--- config.mk ---
export PLATFORM = sky130hd
export DESIGN_NAME = serial_seq_tx_flat
export DESIGN_NICKNAME = d
export VERILOG_FILES = /design/src/rtl/serial_seq_tx_pkg.sv /design/src/rtl/serial_seq_tx_if.sv /design/src/rtl/serial_seq_tx_shifter.sv /design/src/rtl/serial_seq_tx.sv /design/src/flat_wrapper.sv
export SDC_FILE = /design/constraint.sdc
export NUM_CORES = 1
export LEC_CHECK = 0
export ABC_AREA = 0
export CAP_MARGIN = 20
export CORE_ASPECT_RATIO = 1.25
export CORE_MARGIN = 2
export CORE_UTILIZATION = 57
export CTS_CLUSTER_SIZE = 24
export DETAILED_ROUTE_END_ITERATION = 16
export GPL_TIMING_DRIVEN = 0
export PLACE_DENSITY = 0.91
export SLEW_MARGIN = 0
export SYNTH_ARGS = -nofsm -noshare
export SYNTH_HDL_FRONTEND = slang
export SYNTH_SLANG_ARGS = --single-unit
--- constraint.sdc ---
create_clock -name clk -period 2.55 [get_ports clk]
set_input_delay 0.51 -clock clk [delete_from_list [all_inputs] [get_ports clk]]
set_output_delay 0.51 -clock clk [all_outputs]
set_load 0.02 [all_outputs]
--- src/rtl/serial_seq_tx_pkg.sv ---
// Shared types and defaults for the serial sequence transmitter.
// The state encoding is fixed here so the transmitter and its consumers agree on it.
package serial_seq_tx_pkg;

  localparam int DEF_WIDTH = 8;
  localparam int DEF_REP_W = 4;

  localparam logic [1:0] ENC_IDLE  = 2'd0;
  localparam logic [1:0] ENC_SHIFT = 2'd1;
  localparam logic [1:0] ENC_DONE  = 2'd2;

  typedef enum logic [1:0] {
    ST_IDLE  = ENC_IDLE,
    ST_SHIFT = ENC_SHIFT,
    ST_DONE  = ENC_DONE
  } state_e;

endpackage

--- src/rtl/serial_seq_tx_if.sv ---
// Control/stream bundle between the controlling logic (master) and the transmitter (slave).
// The serial x/x_valid outputs also feed the downstream detector.
interface serial_seq_tx_if #(
  parameter int WIDTH = serial_seq_tx_pkg::DEF_WIDTH,
  parameter int REP_W = serial_seq_tx_pkg::DEF_REP_W
);
  logic             start;
  logic [WIDTH-1:0] data_in;
  logic [REP_W-1:0] rep_cnt;
  logic             x;
  logic             x_valid;
  logic             busy;
  logic             done;

  modport master (
    output start, data_in, rep_cnt,
    input  x, x_valid, busy, done
  );

  modport slave (
    input  start, data_in, rep_cnt,
    output x, x_valid, busy, done
  );
endinterface

--- src/rtl/serial_seq_tx_shifter.sv ---
// Pattern shift register plus bit counter; the head bit is a register bit,
// and clearing on the final bit keeps the head at 0 whenever nothing is being sent.
module serial_seq_tx_shifter
  import serial_seq_tx_pkg::*;
#(
  parameter int WIDTH     = DEF_WIDTH,
  parameter int MSB_FIRST = 1
) (
  input  logic             clk,
  input  logic             rst,
  input  logic             load_i,
  input  logic             shift_i,
  input  logic             clear_i,
  input  logic [WIDTH-1:0] load_data_i,
  output logic             head_o,
  output logic             last_o
);

  localparam int CW = (WIDTH > 1) ? $clog2(WIDTH) : 1;

  logic [WIDTH-1:0] sr_q;
  logic [WIDTH-1:0] sr_shifted;
  logic [CW-1:0]    bit_cnt_q;

  generate
    if (MSB_FIRST != 0) begin : g_msb
      assign sr_shifted = {sr_q[WIDTH-2:0], 1'b0};
      assign head_o     = sr_q[WIDTH-1];
    end else begin : g_lsb
      assign sr_shifted = {1'b0, sr_q[WIDTH-1:1]};
      assign head_o     = sr_q[0];
    end
  endgenerate

  assign last_o = (bit_cnt_q == CW'(WIDTH - 1));

  always_ff @(posedge clk or negedge rst) begin
    if (!rst) begin
      sr_q      <= '0;
      bit_cnt_q <= '0;
    end else if (clear_i) begin
      sr_q      <= '0;
      bit_cnt_q <= '0;
    end else if (load_i) begin
      sr_q      <= load_data_i;
      bit_cnt_q <= '0;
    end else if (shift_i) begin
      sr_q      <= sr_shifted;
      bit_cnt_q <= bit_cnt_q + 1'b1;
    end
  end

endmodule

--- src/rtl/serial_seq_tx.sv ---
// Serial pattern transmitter: loads a pattern, shifts it out one bit per clock
// for rep_cnt+1 back-to-back passes, then pulses done for one cycle.
module serial_seq_tx
  import serial_seq_tx_pkg::*;
#(
  parameter int WIDTH     = DEF_WIDTH,
  parameter int REP_W     = DEF_REP_W,
  parameter int MSB_FIRST = 1
) (
  input  logic            clk,
  input  logic            rst,
  serial_seq_tx_if.slave  bus
);

  state_e           state_q;
  logic [WIDTH-1:0] pattern_q;
  logic [REP_W-1:0] rep_q;
  logic [REP_W-1:0] pass_q;
  logic [REP_W-1:0] pass_d;
  logic             x_valid_q;
  logic             busy_q;
  logic             done_q;

  logic             sh_load;
  logic             sh_shift;
  logic             sh_clear;
  logic             sh_last;
  logic             sh_head;
  logic [WIDTH-1:0] sh_data;
  logic             final_pass;

  // pass_q never passes rep_q, so an all-ones repeat count gives 2^REP_W passes without wrapping.
  assign final_pass = (pass_q == rep_q);
  assign pass_d     = pass_q + 1'b1;

  always_comb begin
    sh_load  = 1'b0;
    sh_shift = 1'b0;
    sh_clear = 1'b0;
    sh_data  = pattern_q;
    case (state_q)
      ST_IDLE: begin
        sh_load = bus.start;
        sh_data = bus.data_in;
      end
      ST_SHIFT: begin
        sh_shift = !sh_last;
        sh_load  = sh_last && !final_pass;
        sh_clear = sh_last && final_pass;
      end
      default: ;
    endcase
  end

  serial_seq_tx_shifter #(
    .WIDTH     (WIDTH),
    .MSB_FIRST (MSB_FIRST)
  ) u_shifter (
    .clk         (clk),
    .rst         (rst),
    .load_i      (sh_load),
    .shift_i     (sh_shift),
    .clear_i     (sh_clear),
    .load_data_i (sh_data),
    .head_o      (sh_head),
    .last_o      (sh_last)
  );

  always_ff @(posedge clk or negedge rst) begin
    if (!rst) begin
      state_q   <= ST_IDLE;
      pattern_q <= '0;
      rep_q     <= '0;
      pass_q    <= '0;
      x_valid_q <= 1'b0;
      busy_q    <= 1'b0;
      done_q    <= 1'b0;
    end else begin
      case (state_q)
        ST_IDLE: begin
          done_q <= 1'b0;
          if (bus.start) begin
            pattern_q <= bus.data_in;
            rep_q     <= bus.rep_cnt;
            pass_q    <= '0;
            x_valid_q <= 1'b1;
            busy_q    <= 1'b1;
            state_q   <= ST_SHIFT;
          end
        end
        ST_SHIFT: begin
          if (sh_last) begin
            if (final_pass) begin
              x_valid_q <= 1'b0;
              busy_q    <= 1'b0;
              done_q    <= 1'b1;
              state_q   <= ST_DONE;
            end else begin
              pass_q <= pass_d;
            end
          end
        end
        ST_DONE: begin
          done_q  <= 1'b0;
          state_q <= ST_IDLE;
        end
        default: begin
          x_valid_q <= 1'b0;
          busy_q    <= 1'b0;
          done_q    <= 1'b0;
          state_q   <= ST_IDLE;
        end
      endcase
    end
  end

  assign bus.x       = sh_head;
  assign bus.x_valid = x_valid_q;
  assign bus.busy    = busy_q;
  assign bus.done    = done_q;

endmodule

--- src/flat_wrapper.sv ---
// flat-port wrapper written by rule: the top's interface ports become plain ports
module serial_seq_tx_flat import serial_seq_tx_pkg::*;
#(
  parameter int WIDTH     = DEF_WIDTH,
  parameter int REP_W     = DEF_REP_W,
  parameter int MSB_FIRST = 1
)
  (clk, rst, bus_start, bus_data_in, bus_rep_cnt, bus_x, bus_x_valid, bus_busy, bus_done);
  serial_seq_tx_if #(.WIDTH(WIDTH), .REP_W(REP_W)) bus_i ();
  input  logic clk;
  input  logic rst;
  input wire logic [$bits(bus_i.start)-1:0] bus_start;
  input wire logic [$bits(bus_i.data_in)-1:0] bus_data_in;
  input wire logic [$bits(bus_i.rep_cnt)-1:0] bus_rep_cnt;
  output wire logic [$bits(bus_i.x)-1:0] bus_x;
  output wire logic [$bits(bus_i.x_valid)-1:0] bus_x_valid;
  output wire logic [$bits(bus_i.busy)-1:0] bus_busy;
  output wire logic [$bits(bus_i.done)-1:0] bus_done;
  assign bus_i.start = bus_start;
  assign bus_i.data_in = bus_data_in;
  assign bus_i.rep_cnt = bus_rep_cnt;
  assign bus_x = bus_i.x;
  assign bus_x_valid = bus_i.x_valid;
  assign bus_busy = bus_i.busy;
  assign bus_done = bus_i.done;
  serial_seq_tx #(.WIDTH(WIDTH), .REP_W(REP_W), .MSB_FIRST(MSB_FIRST)) u_core (.clk(clk), .rst(rst), .bus(bus_i));
endmodule
# Yosys cells after proc, flatten, opt, wreduce, memory -nomap -nowiden
# Cells that the tools add are included.
word_totals:
  reg_bits: 31
  input_bits: 15
  output_inout_bits: 4
  wordCells: 56
classes:
  addsub: 2
  eq_ne: 8
  mux: 25
  bitwise_logic: 1
  reduce_logical: 12
ops:
  columns: ["operator", "count"]
  rows:
  - ["2-to-1 mux 8 bit", 4]
  - ["2-to-1 mux 4 bit", 3]
  - ["2-to-1 mux 3 bit", 3]
  - ["2-to-1 mux 1 bit", 8]
  - ["one-hot mux 4 bit (2 select lines)", 1]
  - ["AND reduction 4 bit", 2]
  - ["2-to-1 mux 2 bit", 3]
  - ["adder 4 x 1 -> 4 bit, second input constant", 1]
  - ["equality test 4 bit", 1]
  - ["inequality test 2 x 1 -> 1 bit, second input constant", 2]
  - ["inequality test 2 bit, second input constant", 2]
  - ["one-hot mux 2 bit (2 select lines)", 1]
  - ["AND reduction 2 bit", 2]
  - ["adder 3 x 1 -> 3 bit, second input constant", 1]
  - ["equality test 3 bit, second input constant", 1]
  - ["one-hot mux 1 bit (3 select lines)", 1]
  - ["AND reduction 3 bit", 1]
  - ["nonzero test 3 bit", 1]
  - ["equality test 2 x 1 -> 1 bit, second input constant", 1]
  - ["equality test 2 bit, second input constant", 1]
  - ["logical AND 1 bit", 2]
  - ["logical NOT 1 bit", 2]
  - ["logical NOT 2 bit", 1]
  - ["one-hot mux 1 bit (2 select lines)", 1]
  - ["2 further kinds", 2]

# Longest topological paths before layout
# Gate-level depths: netlist of run 1.
depth:
  word_depth: 6
  depth_mapped: 6
  depth_no_buf: 6

# Cells and area by module
# From an unflattened synthesis of run 1, not the netlist that was laid out.
unflattened:
  cells_unflattened: 124
  area_unflattened_um2: 1539.0
modules_own_cells:
  columns: ["module", "instances", "cells_per_inst", "area_per_inst_um2", "seq_area_each_um2"]
  rows:
  - ["serial_seq_tx", 1, 77, 987.2, 500.5]
  - ["serial_seq_tx_shifter", 1, 47, 551.8, 275.3]

# Worst setup path before layout of run 1
# No wires, ideal clock.
synth_path:
  kind: "register to register"
  startpoint: "reg u_core.u_shifter.bit_cnt_q[0]"
  endpoint: "reg u_core.pass_q[0]"
  setup_ps: 125
  t_arrival_ps: 1401
  required_ps: 2425
  slack_ps: 1024
  stages_incl_launch_ff: 7
  path_buffers: 0
  synth_period_minus_slack_ps: 1526
  path_cell_list: "dfrtp_1 -> ha_1 -> ha_1 -> nand3b_4 -> a41oi_2 -> a21oi_2 -> mux2_2"
synth_via:
  elab_chain_len: 3
synth_lines:
  columns: ["item", "line_no", "text"]
  rows:
  - ["start: declaration", "serial_seq_tx_shifter.sv:23", "logic [CW-1:0] bit_cnt_q;"]
  - ["start signal: assignment", "serial_seq_tx_shifter.sv:49", "bit_cnt_q <= bit_cnt_q + 1'b1;"]
  - ["equality test 3 bit", "serial_seq_tx_shifter.sv:35", "assign last_o = (bit_cnt_q == CW'(WIDTH - 1));"]
  - ["inequality test 2 x 1 -> 1 bit (no line)", null, null]
  - ["AND reduction 4 bit (no line)", null, null]
  - ["end signal: assignment", "serial_seq_tx.sv:99", "pass_q <= pass_d;"]
  - ["end: declaration", "serial_seq_tx.sv:18", "logic [REP_W-1:0] pass_q;"]
# No other way between the ends.
# A chain may end at the register's enable or synchronous reset.

# Final worst setup path of run 1
layout_path:
  startpoint: "reg u_core.x_valid_q (netlist: u_core.bus.x_valid)"
  endpoint: "out bus_x_valid"
layout_rtl:
  columns: ["item", "line_no", "text"]
  rows:
  - ["start: declaration", "serial_seq_tx.sv:20", "logic x_valid_q;"]
  - ["start signal: assignment", "serial_seq_tx.sv:75", "x_valid_q <= 1'b0;"]
  - ["start signal: assignment", "serial_seq_tx.sv:86", "x_valid_q <= 1'b1;"]
  - ["start signal: assignment", "serial_seq_tx.sv:94", "x_valid_q <= 1'b0;"]
  - ["end: declaration", "flat_wrapper.sv:16", "output wire logic [$bits(bus_i.x_valid)-1:0] bus_x_valid;"]
# No word-level cell between the ends.

==> impl_metrics.py, run 1 <==
metrics = {
    "status": {
        "status": "finished clean",
    },
    "timing": {
        "skew_ns": 0.009028,
        "tns_ns": 0,
        "fin_crit_sh_pct": 75.41,
        "setup_viol": 0,
        "tightest_slew_ns": 0.7099,
        "max_freq_mhz": 520.0,
        "period_minus_slack_ns": 1.923,
        "drv_slew": 0,
        "relSlewSlack_pct": 52.52,
        "whs_ns": 0.5014,
        "hold_viol": 0,
        "rsz0062_at_grt": "false",
        "layout_setup_ws_ns": 0.6270,
    },
    "cts": {
        "cts_tree": "built",
        "cts_setup_buffers": 0,
        "cts_buffers": 5,
        "cts_sinks": 31,
        "clock_path_buffers": 2,
        "clk_latency_ns": 0.32,
        "cts-resized-gates": 0,
        "clk_pin_slew_ns": 0.09,
        "cts.hold.buffers_added": 0,
        "clock-root-buffer": "clkbuf_4",
        "cts_max_level": 2,
    },
    "placement": {
        "routabilityCongestion": 0.7518,
        "place_area_um2": 1699,
        "place_hpwl_mm": 1.924,
        "dp.cells": 164,
        "pre_cts_slack_ns": 0.5415,
        "port_buffers": 18,
    },
    "floorplan": {
        "dieWidth_um": 49.12,
        "fp.dieH_um": 60.40,
        "io_pins": 19,
        "initial_utilization_pct": 59.74,
        "die_area_um2": 2966,
        "core_area_um2": 2427,
        "num_rows": 20,
    },
    "pwr": {
        "p_per_area_nw_per_um2": 1108,
        "p_leak_nw": 0.7629,
        "peakVddDrop_mv": 0.6021,
        "power_mw": 1.958,
    },
    "hold_path": {
        "hp-class": "reg2reg",
        "hold_path.startpoint": "u_core.bus.done",
        "min_to": "u_core.bus.done",
        "min_path_cells": 1,
    },
    "worst_setup_path": {
        "r2r_cells": 6,
        "crit_fanout": 4,
        "cp.arrival_ns": 1.41,
        "r2r_end": "u_core.pass_q[0]",
        "ff2ff_setup_slack_ns": 0.82,
        "cp-start-kind": "flip-flop",
        "end_kind": "primary output",
        "crit_type": "reg2out",
        "required_ns": 2.04,
        "r2r_start": "u_core.u_shifter.bit_cnt_q[0]",
    },
    "yosys": {
        "synth_area_um2": 1450,
        "synthArstFlopShare_pct": 100.0,
        "yosysWarnings": 0,
        "syn_area_per_cell_um2": 12.95,
        "seq_area_frac_synth_pct": 53.49,
        "synthFlopType": "dfrtp_1",
        "synthCells": 112,
        "yosysUniqueCellTypes": 30,
        "ys_seq_elements": 31,
        "synthesis.nets": 130,
        "synth_edf_count": 0,
    },
    "layout": {
        "area_delta_synth_final_pct": 21.92,
        "layout_common_cells": "31 x dfrtp_1, 18 x clkdlybuf4s50_1, 14 x mux2_2",
        "drive_above_1_share_pct": 23.02,
        "instances_no_fill": 172,
        "design_area_um2": 1768,
        "layout.nets": 156,
        "n_antenna_cell": 0,
        "fin_util_pct": 72.84,
        "final_common_cell": "dfrtp_1",
    },
    "job": {
        "drv_cap": 0,
    },
    "grt": {
        "gr-total-overflow": 0,
        "grt_pass1_wl_mm": 4.498,
        "grt_usage_pct": 21.02,
        "grt_start_max_net_pins": 19,
        "first_global_vias": 1030,
        "antenna_found_initial": 0,
    },
    "route": {
        "wl_mm": 2.556,
        "avgViaCountPerCell": 5.547,
        "drc": 0,
        "vias": 954,
        "drt_iter0_drc": 16,
        "drt_first_pass_iters": 4,
        "wl_per_cell_um": 14.86,
        "ant_nets": 0,
    },
}
cells in the mapped netlist, types with 2 or more instances:
| library cell | count | area, um2 |
|---|---|---|
| mux2_2 | 14 | 157.7 |
| nor2b_1 | 3 | 18.77 |
| a22oi_1 | 7 | 52.55 |
| dfrtp_1 | 31 | 775.7 |
| buf_4 | 3 | 22.52 |
| nand2_1 | 6 | 22.52 |
| o21ai_0 | 8 | 40.04 |
| nor2_1 | 3 | 11.26 |
| ha_1 | 3 | 37.54 |
| xnor2_1 | 4 | 35.03 |
| a22o_1 | 2 | 17.52 |
| mux2i_1 | 9 | 90.09 |
| nand4_1 | 2 | 12.51 |
flip-flops by register name, summed over array words and instances (netlist names):
| register | flops |
|---|---|
| u_core.pattern_q | 8 |
| u_core.u_shifter.bit_cnt_q | 3 |
| u_core.state_q | 2 |
| u_core.pass_q | 4 |
| u_core.bus.x_valid | 1 |
| u_core.bus.done | 1 |
| u_core.rep_q | 4 |
| u_core.u_shifter.sr_q | 8 |
critical path, stage by stage, from the launching register on:
cell and delay, ns:
dfrtp_1 0.39, buf_4 0.11, clkdlybuf4s50_1 0.58
logic make-up after synthesis:
family | share of synthesized area, %
xor gates and xnor gates | 2.416
DFF | 53.49
adders and majority gates | 2.589
muxes | 17.08
buffers and inverters | 3.191
and+or+nand+nor | 8.801
AOI/OAI and AO/OA | 12.43
layout make-up:
class | count | area, um2
timing repair buffer | 19 | 207.7
buffer | 6 | 42.54
tap | 33 | 41.29
multi-input combinational | 74 | 628.1
inverter | 1 | 3.754
sequential | 31 | 775.7
fill | 171 | 659.4
clock buffer | 8 | 68.82
worst max path at each step:
stage / end / startpoint / depth (start not counted) / slack, ns
CTS: bus_x_valid / u_core.bus.x_valid / 2 / 0.61
finish: bus_x_valid / u_core.bus.x_valid / 2 / 0.63
global route: bus_x_valid / u_core.bus.x_valid / 2 / 0.56
global placement: u_core.bus.x_valid / rst / 1 / 0.50
floorplan: u_core.pass_q[0] / u_core.u_shifter.bit_cnt_q[0] / 6 / 1.02
detailed placement: u_core.u_shifter.sr_q[5] / bus_start / 5 / 0.54
routing by layer:
metal / global-route usage, % / routed length [um] / up-vias
met1: 22.26 / 1073 / 475
li1: - / - / 457
met3: 7.143 / 101 / 5
met2: 38.80 / 1349 / 17
met4: 8.571 / 32 / 0
met5: 0 / 0 / -
power by group:
part / total [mW] / switching (mW) / internal (mW)
Combinational: 0.800 / 0.376 / 0.424
Sequential: 0.839 / 0.138 / 0.701
Clock: 0.319 / 0.157 / 0.162
Total: 1.96 / 0.672 / 1.29
Note: power is estimated with default switching activity, not from simulation.
==> run 2: changes to the inputs <==
CORE_UTILIZATION = 48   (was 57)
PLACE_DENSITY = 0.83   (was 0.91)
clock period = 1.7 ns   (was 2.55 ns; I/O delays follow)
==> impl_metrics.py, run 2 (synthesized netlist as in run 1, its figures left out) <==
metrics = {
    "status": {
        "status": "finished clean",
    },
    "cts": {
        "cts_tree": "built",
        "clock_path_buffers": 2,
        "clock-root-buffer": "clkbuf_4",
        "clk_latency_ns": 0.32,
        "cts_sinks": 31,
        "cts_max_level": 2,
        "cts.hold.buffers_added": 0,
        "clk_pin_slew_ns": 0.08,
        "cts_buffers": 5,
    },
    "job": {
        "drv_cap": 0,
    },
    "layout": {
        "fin_util_pct": 60.55,
        "n_antenna_cell": 0,
        "instances_no_fill": 173,
        "drive_above_1_share_pct": 22.63,
        "top_regs": "u_core.pattern_q (8), u_core.u_shifter.sr_q (8)",
        "layout_common_cells": "31 x dfrtp_1, 15 x clkdlybuf4s50_1, 14 x mux2_2",
        "area_delta_synth_final_pct": 21.83,
        "design_area_um2": 1767,
        "layout.nets": 156,
        "final_common_cell": "dfrtp_1",
    },
    "grt": {
        "grt_usage_pct": 18.38,
        "first_global_vias": 1014,
        "antenna_found_initial": 0,
        "grt_start_max_net_pins": 18,
        "gr-total-overflow": 0,
        "grt_pass1_wl_mm": 4.505,
    },
    "worst_setup_path": {
        "end_kind": "primary output",
        "path_cells": "clkdlybuf4s50_1",
        "critPathTopFamily": "buffers and inverters",
        "critPathMaxStageDelay_ns": 0.60,
        "required_ns": 1.36,
        "cp-start-kind": "flip-flop",
        "crit_type": "reg2out",
        "cp.arrival_ns": 1.28,
        "path_buf_inv": 1,
        "crit_fanout": 2,
        "cp_slowest_cell": "clkdlybuf4s50_1",
    },
    "floorplan": {
        "io_pins": 19,
        "num_rows": 22,
        "dieWidth_um": 53.16,
        "initial_utilization_pct": 49.70,
        "fp.dieH_um": 65.45,
        "die_area_um2": 3479,
        "core_area_um2": 2918,
    },
    "pwr": {
        "p_leak_nw": 0.7705,
        "p_per_area_nw_per_um2": 1639,
        "peakVddDrop_mv": 0.8219,
        "power_mw": 2.895,
    },
    "timing": {
        "skew_ns": 0.004915,
        "whs_ns": 0.4673,
        "setup_viol": 0,
        "drv_slew": 0,
        "hold_viol": 0,
        "period_minus_slack_ns": 1.618,
        "fin_crit_sh_pct": 95.18,
        "tightest_slew_ns": 0.7835,
        "layout_setup_ws_ns": 0.08200,
        "relSlewSlack_pct": 47.60,
        "tns_ns": 0,
        "max_freq_mhz": 618.0,
    },
    "placement": {
        "pre_cts_slack_ns": -0.1591,
        "port_buffers": 18,
        "routabilityCongestion": 0.7696,
        "dp.cells": 167,
        "place_hpwl_mm": 1.896,
        "place_area_um2": 1690,
    },
    "route": {
        "drc": 0,
        "drt_first_pass_iters": 4,
        "avgViaCountPerCell": 5.647,
        "wl_mm": 2.592,
        "vias": 977,
        "wl_per_cell_um": 14.98,
        "drt_iter0_drc": 23,
        "ant_nets": 0,
    },
    "hold_path": {
        "hp-class": "in2async",
    },
}
==> run 2: changes by cell type in the layout (fill, tap and decap cells not counted), sizes merged <==
cell,before,now
dlygate4sd2,0,1
clkbuf,9,7
clkdlybuf4s50,18,15
dlymetal6s2s,0,2
==> run 2: final timing paths <==
path,startpoint,to,slack (ns),depth (start not counted)
max,u_core.bus.done,bus_done,0.08,1
min,rst,u_core.state_q[1],0.47,1
max reg2reg,u_core.u_shifter.bit_cnt_q[0],u_core.pass_q[0],0.09,6
min reg2reg,u_core.bus.done,u_core.bus.done,0.49,1
max in group asynchronous,rst,u_core.u_shifter.sr_q[5],0.67,2
min in group clk,u_core.bus.done,u_core.bus.done,0.49,1
==> run 2: cell type report <==
cell class                 count  area, um2
tap                           36      45.04
inverter                       1      3.754
timing repair buffer          19      198.9
clock buffer                   6      41.29
buffer                         6      42.54
multi-input combinational     74      659.4
sequential                    31      775.7
fill                         254       1151
==> run 2: power breakdown <==
group | total, mW | internal, mW | switching, mW
Clock | 0.367 | 0.147 | 0.220
Sequential | 1.26 | 1.05 | 0.211
Combinational | 1.27 | 0.656 | 0.609
Total | 2.89 | 1.85 | 1.04
==> run 2: timing repair <==
action	in CTS	in global routing
endpoints found under the setup margin	2	9
resized for setup	2	5
buffers inserted	0	0
==> run 2: layer usage <==
layer / vias up / wire length [um] / track usage [%]
met4: 0 / 61 / 8.974
met3: 5 / 115 / 7.273
met1: 487 / 1051 / 21.67
li1: 462 / - / -
met5: - / 0 / 0
met2: 23 / 1364 / 28.75
==> edit 1: new RTL, flow settings as in run 1 <==
Set the package constant `DEF_WIDTH` to 4 (it was 8).
--- a/src/rtl/serial_seq_tx_pkg.sv
+++ b/src/rtl/serial_seq_tx_pkg.sv
@@ -4,3 +4,3 @@
 
-  localparam int DEF_WIDTH = 8;
+  localparam int DEF_WIDTH = 4;
   localparam int DEF_REP_W = 4;
Interface: changed (resized bus_data_in); port bits go from 19 to 15. No check against the original RTL was run, so the function may have changed too.
==> edit 1 against run 1 <==
- clock power decreased by 51%
- sequential share of layout area increased by 1.5 points
- area after synthesis decreased by 30%
- sequential cell count decreased by 9
- setup slack got worse by 0.0026 ns
- cell count decreased by 30%
- sequential power decreased by 27%
- total power decreased by 27%
- cell area decreased by 31%
- routed wire length decreased by 30%
- highest routed layer unchanged
- largest cell class unchanged
==> edit 1: results (changes against run 1) <==
stage	metric	value	unit	change
finish	Layout Nets	116		was 156
clock_network	total CTS buffers	3		was 5
detailed_routing	Pre-antenna DRT Iters	4		unchanged
synthesis	post-synthesis sequential area ratio	54.46	%	was 53.49%
synthesis	Synth area leaders	dfrtp_1, mux2_2, mux2i_1, o21ai_0, xnor2_1		was dfrtp_1, mux2_2, mux2i_1, a22oi_1, o21ai_0
detailed_routing	wire length per cell	14.88	um	was 14.86 um
synthesis	Post-synth top cells	dfrtp_1, mux2_2, nand2_1, o21ai_0, mux2i_1		was dfrtp_1, mux2_2, mux2i_1
power	VDD IR max	0.6085	mV	was 0.6021 mV
global_route	vias in the first global route	751		was 1030
global_route	largest net degree at the start of global routing	23		was 19
timing	Worst Tran Pin Value	0.5353	ns	was 0.7099 ns
detailed_routing	Routed WL	1786	um	was 2556 um
placement	placed instance area	1175	sq um	was 1699 sq um
status	status	finished, final reports clean		unchanged
global_route	Total GRT Usage	19.21	%	was 21.02%
placement	Port Buffers	14		was 18
clock_network	Root Driver	clkbuf_4		unchanged
power	Int Pwr	873.6	uW	was 1.287 mW
clock_network	CTS resizes	0		unchanged
power	Leak Pwr	0.5169	nW	was 0.7629 nW
detailed_routing	drt via density	5.875		was 5.547
detailed_routing	DR iter-0 viols	17		was 16
global_route	first-pass GRT wire length	3077	um	was 4498 um
synthesis	Mapped Cells	83		was 112
placement	worst slack, placed	0.6046	ns	was 0.5415 ns
placement	final RePlAce weighted congestion	0.7805		was 0.7518
timing	Setup Skew	0.008839	ns	was 0.009028 ns
power	combinational cell power	654	uW	was 800 uW
synthesis	Cell variety after synth	23		was 30
detailed_routing	antenna viol nets, final	0		unchanged
synthesis	Post-Syn Nets	96		was 130
clock_network	htree depth	1		was 2
finish	layout cells sized above 1	19.80	%	was 23.02%
clock_network	Reg clk slew, reported paths	0.11	ns	was 0.09 ns
power	total power	1.424	mW	was 1.958 mW
synthesis	YS warnings	0		unchanged
power	P_clk	157	uW	was 319 uW
hold_path	worst min path class	primary input to async pin		was flip-flop to flip-flop
-- edit 1: cell families after synthesis --
kind of cell | Yosys count | synth area share (%)
AOI/OAI and AO/OA | 16 | 10.64
DFF | 22 | 54.46
xor gates and xnor gates | 4 | 3.465
muxes | 15 | 15.97
and+or+nand+nor | 22 | 11.76
adders and majority gates | 2 | 2.475
buffers and inverters | 2 | 1.237
-- edit 1: layer usage --
metal	vias to the layer above	global-route usage, %	routed length (um)
met3	7	3.180	78
met4	0	11.29	53
met1	337	21.46	749
met5	-	0	0
met2	21	34.11	905
li1	340	-	-
-- edit 1: worst paths after layout --
path                                                                 from                                   endpoint  slack [ns]  depth (start not counted)
worst max-delay path                       u_core.bus.x_valid$_DFFE_PN0P_                                bus_x_valid        0.62                          2
worst min-delay path                                                  rst       u_core.u_shifter.sr_q[3]$_DFFE_PN0P_        0.37                          1
worst max register to register  u_core.u_shifter.bit_cnt_q[0]$_DFFE_PN0P_               u_core.pass_q[0]$_DFFE_PN0P_        0.98                          5
worst min register to register  u_core.u_shifter.bit_cnt_q[1]$_DFFE_PN0P_  u_core.u_shifter.bit_cnt_q[1]$_DFFE_PN0P_        0.50                          2
max in group asynchronous                                             rst            u_core.pattern_q[2]$_DFFE_PN0P_        1.84                          2
min in group clk                u_core.u_shifter.bit_cnt_q[1]$_DFFE_PN0P_  u_core.u_shifter.bit_cnt_q[1]$_DFFE_PN0P_        0.50                          2
-- edit 1: layout make-up --
class	count	area, sq um
fill	129	510.5
tap	19	23.77
sequential	22	550.5
timing repair buffer	15	155.1
multi-input combinational	59	447.9
buffer	2	12.51
clock buffer	3	22.52
-- edit 1: critical path: stages, from the launching register on --
cell             delay (ns)
dfrtp_1                0.41
buf_4                  0.12
clkdlybuf4s50_1        0.58
==> edit 2: new RTL, settings of run 1 <==
Without the edit above. Make the reset (`rst`) synchronous in 2 clocked blocks.
--- a/src/rtl/serial_seq_tx_shifter.sv
+++ b/src/rtl/serial_seq_tx_shifter.sv
@@ -36,3 +36,3 @@
 
-  always_ff @(posedge clk or negedge rst) begin
+  always_ff @(posedge clk) begin
     if (!rst) begin
--- a/src/rtl/serial_seq_tx.sv
+++ b/src/rtl/serial_seq_tx.sv
@@ -68,3 +68,3 @@
 
-  always_ff @(posedge clk or negedge rst) begin
+  always_ff @(posedge clk) begin
     if (!rst) begin
Function: differs if rst is asserted again (counterexample within 4 cycles, from zero or initial values and one cycle with rst low); with rst held inactive, the same outputs for 10 cycles.
==> edit 2 against run 1 <==
- routed wire length grew 29%
- critical path depth grew 5
- cell area grew 0.85%
- via count grew 36%
- non-clock buffer count grew 3
- setup slack lost 0.11 ns
- sequential share of layout area shrank 9.1 points
- sequential cell count is the same
- first-iteration DRC count grew 88%
- core utilization shrank 0.87 points
- area after synthesis grew 3.8%
Power is not compared: it rests on default switching activity, and its combinational part moved more than twofold at a synthesized area within 25%.
==> edit 2: results (changes against run 1) <==
stage	metric	value	unit	change
clock_network	total CTS buffers	5		unchanged
detailed_routing	wire length per cell	14.62	um	was 14.86 um
power	switching pwr	269.9	uW	
power	VDD IR max	0.4638	mV	
synthesis	Post-Syn Nets	186		was 130
hold_path	worst min path class	flip-flop to flip-flop		unchanged
placement	final RePlAce weighted congestion	0.8541		was 0.7518
clock_network	clock latency at the later pin of the worst-skew pair	0.33	ns	
detailed_routing	DR iter-0 viols	30		was 16
synthesis	Cell variety after synth	38		was 30
status	status	finished, final reports clean		unchanged
setup_path	CP Max Fanout	10		was 4
timing	Setup Skew	0.008693	ns	was 0.009028 ns
synthesis	Post-synth top cells	dfxtp_1, nand2_1, a21oi_1		was dfrtp_1, mux2_2, mux2i_1
global_route	largest net degree at the start of global routing	11		was 19
global_route	first-pass GRT wire length	5506	um	was 4498 um
power	P_clk	286	uW	
setup_path	CP max stage cell	nor3b_2		was clkdlybuf4s50_1
synthesis	post-synthesis sequential area ratio	41.23	%	was 53.49%
finish	Layout Nets	211		was 156
detailed_routing	Pre-antenna DRT Iters	4		unchanged
placement	Post-DP HPWL	2460	um	was 1924 um
global_route	met2 Use GR	44.95	%	was 38.80%
finish	layout cells sized above 1	11.40	%	was 23.02%
global_route	antenna violations before repair	0		unchanged
setup_path	slowest stage delay, CP	0.38	ns	was 0.58 ns
timing	Worst Tran Pin Value	0.5354	ns	was 0.7099 ns
clock_network	CTS max path bufs	2		unchanged
setup_path	Top Family by Delay on Critical Path	simple AND/OR/NAND/NOR gates		was buffers and inverters
finish	fill count	194		was 171
placement	placed instance area	1727	sq um	was 1699 sq um
placement	Post-Place Cells	219		was 164
synthesis	Mapped Cells	168		was 112
placement	worst slack, placed	0.5127	ns	was 0.5415 ns
global_route	GR Layer Usage met1	24.70	%	was 22.26%
setup_path	critical path endpoint category	flip-flop		was output pin
synthesis	Synth area leaders	dfxtp_1, nand2_1, a21oi_1, mux2i_1, a211oi_1		was dfrtp_1, mux2_2, mux2i_1, a22oi_1, o21ai_0
power	clock power share	29.0	%	
power	sequential power	526	uW	
finish	Post-Layout Cell Count	226		was 172
finish	Top Registers	u_core.pattern_q x8, u_core.u_shifter.sr_q x8		unchanged
global_route	GR Util met3	6.553	%	was 7.143%
synthesis	YS warnings	0		unchanged
synthesis	Synth async-reset ratio	0	%	was 100.0%
finish	n_diodes	0		unchanged
clock_network	CTS resizes	0		unchanged
flow_run	max-cap viol count	0		unchanged
finish	fin area	1783	sq um	was 1768 sq um
clock_network	Post-CTS Setup Inserts	0		unchanged
detailed_routing	vias	1300		was 954
setup_path	arrival time worst endpoint	2.24	ns	was 1.41 ns
global_route	Total GRT Usage	24.31	%	was 21.02%
==> edit 2: cell types whose count changed after synthesis, sizes merged, moves of 4 or more <==
cell    change
dfrtp      -31
dfxtp      +31
nand2      +26
a21oi      +19
mux2       -14
a211oi      +9
a221oi      +7
a22oi       -7
nor2b       +7
o21ai       -7
xnor2       -4
xor2        +4
==> edit 2: worst paths after layout <==
kind	cells after the start	endpoint	startpoint	slack [ns]
min reg2reg	2	u_core.pattern_q[2]$_SDFFE_PN0P_	u_core.pattern_q[2]$_SDFFE_PN0P_	0.46
min	2	u_core.pattern_q[2]$_SDFFE_PN0P_	u_core.pattern_q[2]$_SDFFE_PN0P_	0.46
max reg2reg	7	u_core.u_shifter.sr_q[2]$_SDFFE_PP0P_	u_core.u_shifter.bit_cnt_q[0]$_SDFFE_PP0P_	0.51
max	7	u_core.u_shifter.sr_q[2]$_SDFFE_PP0P_	u_core.u_shifter.bit_cnt_q[0]$_SDFFE_PP0P_	0.51
==> edit 2: cells by family after synthesis <==
kind of cell | synth area share [%]
AO/OA/AOI/OAI | 21.45
XOR/XNOR | 2.327
adder cells (fa/ha/maj) | 2.494
buffers and inverters | 4.405
flip-flops | 41.23
multiplexers | 5.320
AND/OR/NAND/NOR | 22.78
==> edit 2: cell type report <==
class / instances / area, sq um / area share (%)
plain buffers: 10 / 55.05 / 3.088
clock buffers: 6 / 51.30 / 2.877
well taps: 33 / 41.29 / 2.316
repair buffers: 18 / 180.2 / 10.11
flip-flops and latches: 31 / 620.6 / 34.81
clock inverters: 1 / 5.005 / 0.2807
inverters: 3 / 11.26 / 0.6316
multi-input cells: 124 / 818.3 / 45.89
==> edit 2: routing by layer <==
layer,wire (um),vias to the layer above
met5,0,-
met4,98,0
met3,122,10
met2,1765,32
met1,1315,605
li1,-,653
